===== src/rtl/vga_scanout_reader.sv =====
// 640x480@60 VGA scan-out engine for a 160x120x3bpp framebuffer with 4x pixel/line replication.
// Two-stage pipeline: counters -> registered read address -> registered RGB and sync outputs.
module vga_scanout_reader #(
    parameter int unsigned H_ACTIVE    = 640,
    parameter int unsigned H_FP        = 16,
    parameter int unsigned H_SYNC      = 96,
    parameter int unsigned H_BP        = 48,
    parameter int unsigned V_ACTIVE    = 480,
    parameter int unsigned V_FP        = 10,
    parameter int unsigned V_SYNC      = 2,
    parameter int unsigned V_BP        = 33,
    parameter int unsigned SCALE_SHIFT = 2
) (
    input  logic        clk_pixel,
    input  logic        reset,
    output logic [15:0] read_address,
    input  logic [2:0]  data_in,
    output logic [3:0]  vga_r,
    output logic [3:0]  vga_g,
    output logic [3:0]  vga_b,
    output logic        vga_hsync,
    output logic        vga_vsync,
    output logic        video_active,
    output logic        frame_start
);

    localparam int unsigned H_TOTAL  = H_ACTIVE + H_FP + H_SYNC + H_BP;
    localparam int unsigned V_TOTAL  = V_ACTIVE + V_FP + V_SYNC + V_BP;
    localparam int unsigned HW       = $clog2(H_TOTAL);
    localparam int unsigned VW       = $clog2(V_TOTAL);
    localparam int unsigned AW       = 16;
    localparam int unsigned FB_WIDTH = 160;
    // Row stride 160 = 128 + 32, so the row multiply is two shifts and an add.
    localparam int unsigned FB_SH_HI = $clog2(FB_WIDTH) - 1;
    localparam int unsigned FB_SH_LO = $clog2(FB_WIDTH - (1 << FB_SH_HI));
    localparam int unsigned HS_START = H_ACTIVE + H_FP;
    localparam int unsigned HS_END   = HS_START + H_SYNC - 1;
    localparam int unsigned VS_START = V_ACTIVE + V_FP;
    localparam int unsigned VS_END   = VS_START + V_SYNC - 1;

    logic [HW-1:0] r_h_cnt;
    logic [VW-1:0] r_v_cnt;

    logic [AW-1:0] r_read_address;
    logic          r_active1;
    logic          r_hs1;
    logic          r_vs1;
    logic          r_first1;

    logic [3:0]    r_vga_r;
    logic [3:0]    r_vga_g;
    logic [3:0]    r_vga_b;
    logic          r_vga_hsync;
    logic          r_vga_vsync;
    logic          r_video_active;
    logic          r_frame_start;

    logic          w_h_last;
    logic          w_v_last;
    logic          w_active0;
    logic          w_hs0;
    logic          w_vs0;
    logic          w_first0;
    logic [AW-1:0] w_fb_x;
    logic [AW-1:0] w_fb_y;
    logic [AW-1:0] w_addr0;

    assign w_h_last  = (r_h_cnt == HW'(H_TOTAL - 1));
    assign w_v_last  = (r_v_cnt == VW'(V_TOTAL - 1));
    assign w_active0 = (r_h_cnt < HW'(H_ACTIVE)) && (r_v_cnt < VW'(V_ACTIVE));
    assign w_hs0     = !((r_h_cnt >= HW'(HS_START)) && (r_h_cnt <= HW'(HS_END)));
    assign w_vs0     = !((r_v_cnt >= VW'(VS_START)) && (r_v_cnt <= VW'(VS_END)));
    assign w_first0  = (r_h_cnt == '0) && (r_v_cnt == '0);

    assign w_fb_x    = AW'(r_h_cnt >> SCALE_SHIFT);
    assign w_fb_y    = AW'(r_v_cnt >> SCALE_SHIFT);
    assign w_addr0   = (w_fb_y << FB_SH_HI) + (w_fb_y << FB_SH_LO) + w_fb_x;

    // Stage 0: free-running raster position.
    always_ff @(posedge clk_pixel or posedge reset) begin
        if (reset) begin
            r_h_cnt <= '0;
            r_v_cnt <= '0;
        end else if (w_h_last) begin
            r_h_cnt <= '0;
            r_v_cnt <= w_v_last ? '0 : r_v_cnt + VW'(1);
        end else begin
            r_h_cnt <= r_h_cnt + HW'(1);
        end
    end

    // Stage 1: memory address plus timing flags carried alongside it.
    always_ff @(posedge clk_pixel or posedge reset) begin
        if (reset) begin
            r_read_address <= '0;
            r_active1      <= 1'b0;
            r_hs1          <= 1'b1;
            r_vs1          <= 1'b1;
            r_first1       <= 1'b0;
        end else begin
            r_read_address <= w_active0 ? w_addr0 : '0;
            r_active1      <= w_active0;
            r_hs1          <= w_hs0;
            r_vs1          <= w_vs0;
            r_first1       <= w_first0;
        end
    end

    // Stage 2: colour expansion with blanking, and aligned sync outputs.
    always_ff @(posedge clk_pixel or posedge reset) begin
        if (reset) begin
            r_vga_r        <= 4'h0;
            r_vga_g        <= 4'h0;
            r_vga_b        <= 4'h0;
            r_vga_hsync    <= 1'b1;
            r_vga_vsync    <= 1'b1;
            r_video_active <= 1'b0;
            r_frame_start  <= 1'b0;
        end else begin
            r_vga_r        <= r_active1 ? {4{data_in[2]}} : 4'h0;
            r_vga_g        <= r_active1 ? {4{data_in[1]}} : 4'h0;
            r_vga_b        <= r_active1 ? {4{data_in[0]}} : 4'h0;
            r_vga_hsync    <= r_hs1;
            r_vga_vsync    <= r_vs1;
            r_video_active <= r_active1;
            r_frame_start  <= r_first1;
        end
    end

    assign read_address = r_read_address;
    assign vga_r        = r_vga_r;
    assign vga_g        = r_vga_g;
    assign vga_b        = r_vga_b;
    assign vga_hsync    = r_vga_hsync;
    assign vga_vsync    = r_vga_vsync;
    assign video_active = r_video_active;
    assign frame_start  = r_frame_start;

endmodule

===== config.mk =====
export PLATFORM = sky130hd
export DESIGN_NAME = vga_scanout_reader
export DESIGN_NICKNAME = d
export VERILOG_FILES = /design/src/rtl/vga_scanout_reader.sv
export SDC_FILE = /design/constraint.sdc
export NUM_CORES = 1
export LEC_CHECK = 0
export BUFFER_PORTS_ARGS = -buffer_cell sky130_fd_sc_hd__buf_2
export CORE_ASPECT_RATIO = 1.75
export CORE_MARGIN = 2
export CORE_UTILIZATION = 45
export DETAILED_ROUTE_END_ITERATION = 12
export PLACE_DENSITY = 0.73
export SYNTH_ARGS = -nofsm -noshare
export SYNTH_HDL_FRONTEND = slang
export SYNTH_SLANG_ARGS = --single-unit

===== constraint.sdc =====
create_clock -name clk_pixel -period 5.6 [get_ports clk_pixel]
set_clock_uncertainty 0.05 [all_clocks]
set_input_delay 1.68 -clock clk_pixel [delete_from_list [all_inputs] [get_ports clk_pixel]]
set_output_delay 1.68 -clock clk_pixel [all_outputs]
set_load 0.03 [all_outputs]

==> results of run 1 <==
## cell type report
type | instances | share of cell area, %
clock inverter | 3 | 1.74
timing repair buffer | 36 | 6.78
tap | 55 | 2.59
sequential | 47 | 44.4
multi-input combinational | 142 | 39.4
clock buffer | 5 | 2.59
inverter | 17 | 2.45
## cell families (layout without fill, tap and decap cells)
kind of cell,count (synthesis),after routing,synth area share [%]
simple gates,77,77,18.9
flops,47,47,49.3
buf+inv,30,61,6.90
compound gates,29,29,7.89
fa+ha+maj,21,21,11.6
xor+xnor,12,12,4.39
mux,2,2,0.836
other cells,1,1,0.157
## per-layer routing
metal / track usage [%] / vias to the layer above / share of wire [%]
li1: - / 814 / -
met1: 16.6 / 799 / 37
met2: 30.3 / 44 / 57
met3: 2.44 / 10 / 2.5
met4: 8.22 / 0 / 2.8
met5: 0 / - / 0
## cell usage after synthesis (2+ instances only)
library cell / number
inv_1: 16
dfrtp_1: 43
ha_1: 19
nor3_1: 6
buf_2: 2
a21oi_1: 3
and2_1: 11
mux2i_1: 2
dfstp_2: 4
nand3_1: 11
and3_2: 2
nor2_1: 12
buf_6: 2
o21ai_0: 11
buf_4: 9
xnor2_1: 7
o31a_1: 3
o21a_1: 3
or4_1: 2
nor2b_1: 3
nand2_1: 10
nand4_1: 7
a211oi_1: 3
or3_1: 2
xor2_1: 5
fa_1: 2
o2111ai_1: 2
and4_1: 2
## through the flow
| step | hold WS [ps] | util [%] | instance area [sq um] |
|---|---|---|---|
| floorplan | 281 | - | 2390 |
| CTS | 310 | 51.0 | 2660 |
| global placement | 296 | 48.8 | 2540 |
| detailed placement | 297 | 48.8 | 2540 |
| finish | 309 | 51.0 | 2660 |
| global route | 314 | 51.0 | 2660 |
## power groups by stage
stage	logic (W)	registers, W	clock network, W
floorplan	0.0000175	0.000351	0
global placement	0.0000236	0.000348	0
detailed placement	0.0000237	0.000348	0
CTS	0.0000237	0.000342	0.000260
global route	0.0000257	0.000342	0.000268
finish	0.0000231	0.000342	0.000252
## final timing paths
check / start / to / slack [ps] / depth (start not counted)
max in group asynchronous: reset / r_v_cnt[3] / 3380 / 2
max: vga_vsync / vga_vsync / 2860 / 1
min: r_hs1 / vga_hsync / 310 / 0
min in group asynchronous: reset / read_address[15] / 1530 / 2
max reg2reg: r_v_cnt[2] / read_address[14] / 3150 / 8
min reg2reg: r_hs1 / vga_hsync / 310 / 0
==> flow_summary.ini, run 1 <==
[clock_tree]
cts_setup_buffers = 0
insertion_delay_ps = 300
cts_resized = 0
cts_tree = built
ctsHoldBuffers = 0
h-tree-depth = 2
clock_path_buffers = 2
path_clk_slew_ps = 90
cts_root_buf = clkbuf_8
cts_buffers = 5
cts_sinks = 47

[synth]
yosysSeqAreaShare_pct = 49.3
async_flop_share_pct = 100
avgSynthCellArea_sq_um = 10.9
syn_area_sq_um = 2390
synth_seq_cells = 47
yosys-top-cells-area = dfrtp_1 45%, ha_1 9.9%, dfstp_2 4.4%
synthDistinctLibCells = 43
syn_inst = 219
yosysWarnings = 0
synth_ff_type = dfrtp_1
synth_top_area_share_pct = 44.9
synth_edf_count = 0
syn_nets = 245
yosysTopAreaCell = dfrtp_1

[critical_path]
cp_slowest_cell = dfstp_2
critPathTopFamily = flip-flops
startpoint_type = flip-flop
path_cells = buf_2
worstSetupEndpointType = primary output
worstPathArrival_ps = 1010
worstSetupPathType = reg2out
crit_required_ps = 3870
worstPathMaxFanout = 1
worst_path_largest_cell_delay_ps = 520
cp_num_buf_inv = 1

[route]
num_vias = 1667
wirelength_um = 4240
drt-vias-per-instance = 5.47
drtIter0Drc = 43
ant_nets = 0
dr.pass1.iters = 7
drc = 0
wire_per_inst_um = 13.9

[run]
drv_cap = 0

[placement]
io_buffer_count = 36
pre_cts_slack_ps = 2980
gp_congestion = 0.856
dp_hpwl_um = 3070
dp.cells = 297

[power_and_ir_drop]
netSwitchingFraction_pct = 22.2
power_frac_clock_pct = 40.9
p_sw_w = 0.000137
seqPwrFrac_pct = 55.4
cellInternalPower_w = 0.000480
pwr-share-comb_pct = 3.7
irDropWorstVdd_mv = 0.0938
leakage_nw = 1.30
p_per_area_nw_per_um2 = 232
finalPower_w = 0.000617

[global_route]
grtUsageTotal_pct = 16.2
antenna_found_initial = 0
grt_max_degree = 48
grt_first_pass_wirelength_um = 7400
grt_overflow = 0
grt_pass1_vias = 1694

[sta]
setup_slack_ps = 2860
fin_crit_ps = 2740
fin_crit_sh_pct = 48.9
tightest_slew_ps = 941
rsz0062_at_grt = no
relSlewSlack_pct = 37.2
final_max_slew_viol_count = 0
finalSetupViolations = 0
fmax_mhz = 365
hold_violations = 0
fin_tns_setup_ps = 0

[die]
fp.dieW_um = 59.1
num_rows = 35
coreArea_sq_um = 5210
initial_core_util_pct = 46.0
dieArea_sq_um = 5940
ios = 37
fp.dieH_um = 101

[layout]
diodes = 0
drive_gt1_share_pct = 23.2
fillers = 460
final_cell_mix = 43 x dfrtp_1, 36 x buf_2, 19 x ha_1
area_delta_synth_final_pct = 11.0
layout_commonest_cell = dfrtp_1
nets = 275
seq_area_sq_um = 1180
largest_reg_flops = 16
multiInputGateArea_sq_um = 1050
fin_cells = 305

[worst_hold_path]
hp-class = reg2reg

[status]
status = complete, no violations
No activity file was read; power rests on OpenSTA's default activity.
==> run 2: changes to the inputs <==
Settings changed: ABC_AREA set to 1, PLACE_DENSITY 0.73 to 0.72.
Clock period 5.6 ns to 2.65 ns, I/O delays scaled along.
==> run 2 against run 1 <==
Die area is 5.8% higher; clock-buffer cell count is 1 higher; setup slack worse by 2500 ps; critical path type is now reg2reg; first-iteration DRC count is the same; combinational power rose by 120%; area after synthesis is 6.2% higher.
==> flow_summary.ini, run 2 <==
[synth]
yosys-top-cells-area = dfrtp_1 42%, ha_1 9.4%, inv_1 7.5%
syn_area_sq_um = 2540
synth_ff_type = dfrtp_1
avgSynthCellArea_sq_um = 8.56
synth_common_cells = 51 x inv_1, 50 x nand2_1, 43 x dfrtp_1, 33 x nor2_1, 20 x nand3_1
syn_inst = 297
synth-adder-area-share_pct = 10.9
synth_top_area_share_pct = 42.3
synth_seq_cells = 47
synthXorXnorAreaFrac_pct = 2.41
yosysMostFrequentCell = inv_1
synth_compound_area_share_pct = 5.71
synth_top_family_by_area = simple AND/OR/NAND/NOR gates
syn_nets = 323
yosysSeqAreaShare_pct = 46.5
yosys-mux-area-fraction_pct = 0
yosysTopAreaCell = dfrtp_1
yosysWarnings = 0
synth_simple_gate_area_share_pct = 22.6
async_flop_share_pct = 100
synth_edf_count = 0
synthDistinctLibCells = 27

[critical_path]
worstPathArrival_ps = 2500
worstPathMaxFanout = 9
critPathTopFamily = adder cells
startpoint_type = flip-flop
crit_required_ps = 2830
worstSetupPathType = reg2reg
r2r-end = read_address[14]
cp_num_buf_inv = 2
worstReg2RegStart = r_v_cnt[4]
path_cells = inv_1 > fa_1 > fa_1 > inv_1 > nand3_1 > nand2_1 > nand2_1 > nand2_1 > nand2_1 > a21oi_1
reg2reg_slack_ps = 330
worst_path_largest_cell_delay_ps = 500
cp_slowest_cell = dfrtp_1
r2r_cells = 10
cp_common_cell = nand2_1
worstSetupEndpointType = flip-flop

[power_and_ir_drop]
irDropWorstVdd_mv = 0.184
leakage_nw = 1.58
p_per_area_nw_per_um2 = 427
finalPower_w = 0.00121

[route]
dr.pass1.iters = 4
wire_per_inst_um = 11.6
drtIter0Drc = 43
wirelength_um = 4720
highest_layer = met4
drt-vias-per-instance = 4.84
met1_length_um = 1750
drc = 0
ant_nets = 0
routed-wl-met3_um = 152
wl_met2_um = 2560
num_vias = 1965

[layout]
diodes = 0
nets = 355
largest_reg_flops = 16
drive_gt1_share_pct = 17.9
area_delta_synth_final_pct = 11.0
final_cell_mix = 50 x nand2_1, 50 x inv_1, 43 x dfrtp_1
fillers = 537

[global_route]
grtUsageTotal_pct = 16.8
grt_overflow = 0
grt_max_degree = 48
antenna_found_initial = 0
grt_first_pass_wirelength_um = 7800
grt_pass1_vias = 1809

[clock_tree]
h-tree-depth = 2
insertion_delay_ps = 310
cts_setup_buffers = 0
ctsHoldBuffers = 0
cts_tree = built
cts_resized = 0
cts_buffers = 5
cts_root_buf = clkbuf_8
path_clk_slew_ps = 80
clock_path_buffers = 2
cts_sinks = 47

[sta]
fin_crit_ps = 2320
rsz0062_at_grt = no
fin_tns_setup_ps = 0
hold_violations = 0
tightest_slew_ps = 557
fmax_mhz = 431
final_max_slew_viol_count = 0
finalSetupViolations = 0
relSlewSlack_pct = 62.8
hold-worst-slack_ps = 304
fin_crit_sh_pct = 87.7

[placement]
io_buffer_count = 36
dp_hpwl_um = 3670
gp_congestion = 0.928

[die]
num_rows = 36
coreArea_sq_um = 5500
initial_core_util_pct = 46.3
fp.dieW_um = 60.8
dieArea_sq_um = 6290
ios = 37
fp.dieH_um = 103

[run]
drv_cap = 0

[worst_hold_path]
hold_path_end = frame_start
hp-start = r_first1
min_path_cells = 0
hp-class = reg2reg

[status]
status = complete, no violations
==> run 2: cell count changes after synthesis, sizes merged, moves of 7 or more <==
cell,delta
and2,-12
nand3,+8
a21oi,+10
xnor2,-7
nand2,+40
nor2,+25
inv,+38
==> run 2: cell families (layout without fill, tap and decap cells) <==
logic type | Yosys count | count (layout)
buf+inv | 67 | 100
compound gates | 28 | 28
simple gates | 126 | 126
other cells | 1 | 1
xor+xnor | 7 | 7
fa+ha+maj | 21 | 21
flops | 47 | 47
==> run 2: routing by layer <==
| metal | GRT usage, % | vias to the layer above |
|---|---|---|
| met5 | 0 | - |
| met4 | 10.7 | 0 |
| met3 | 3.36 | 16 |
| met2 | 30.8 | 43 |
| met1 | 16.5 | 911 |
| li1 | - | 995 |
==> run 2: cell type report <==
type	instances	area [sq um]	area share (%)
Timing Repair Buffer	37	188	6.65
Clock buffer	6	72.6	2.57
Clock inverter	2	16.3	0.576
Tap cell	76	95.1	3.37
Inverter	55	208	7.36
Multi-Input combinational cell	183	1060	37.6
Sequential cell	47	1180	41.8
==> run 2: how the worst max path moves through the flow <==
stage	startpoint	endpoint	slack, ps	cells past startpoint
final	r_v_cnt[4]	read_address[14]	330	10
after detailed placement	r_v_cnt[4]	read_address[12]	390	11
after floorplan	r_v_cnt[4]	read_address[12]	540	12
after global placement	r_v_cnt[4]	read_address[12]	440	11
after CTS	r_v_cnt[4]	read_address[12]	350	11
after global routing	r_v_cnt[4]	read_address[14]	160	10
==> run 2: power breakdown <==
part,leakage (nW),internal [W],total (W),switching (W)
Combinational,0.940,0.0000108,0.0000500,0.0000392
Clock,0.0418,0.000189,0.000435,0.000245
Sequential,0.598,0.000720,0.000722,0.00000186
==> run 2: metrics by stage <==
stage                     setup slack, ps  util, %  cells  cell area [sq um]
after floorplan                       541        -    297               2540
after global placement                440     49.7    398               2730
after detailed placement              386     49.7    398               2730
after CTS                             349     51.4    406               2820
after global routing                  160     51.4    406               2820
final                                 327     51.4    406               2820
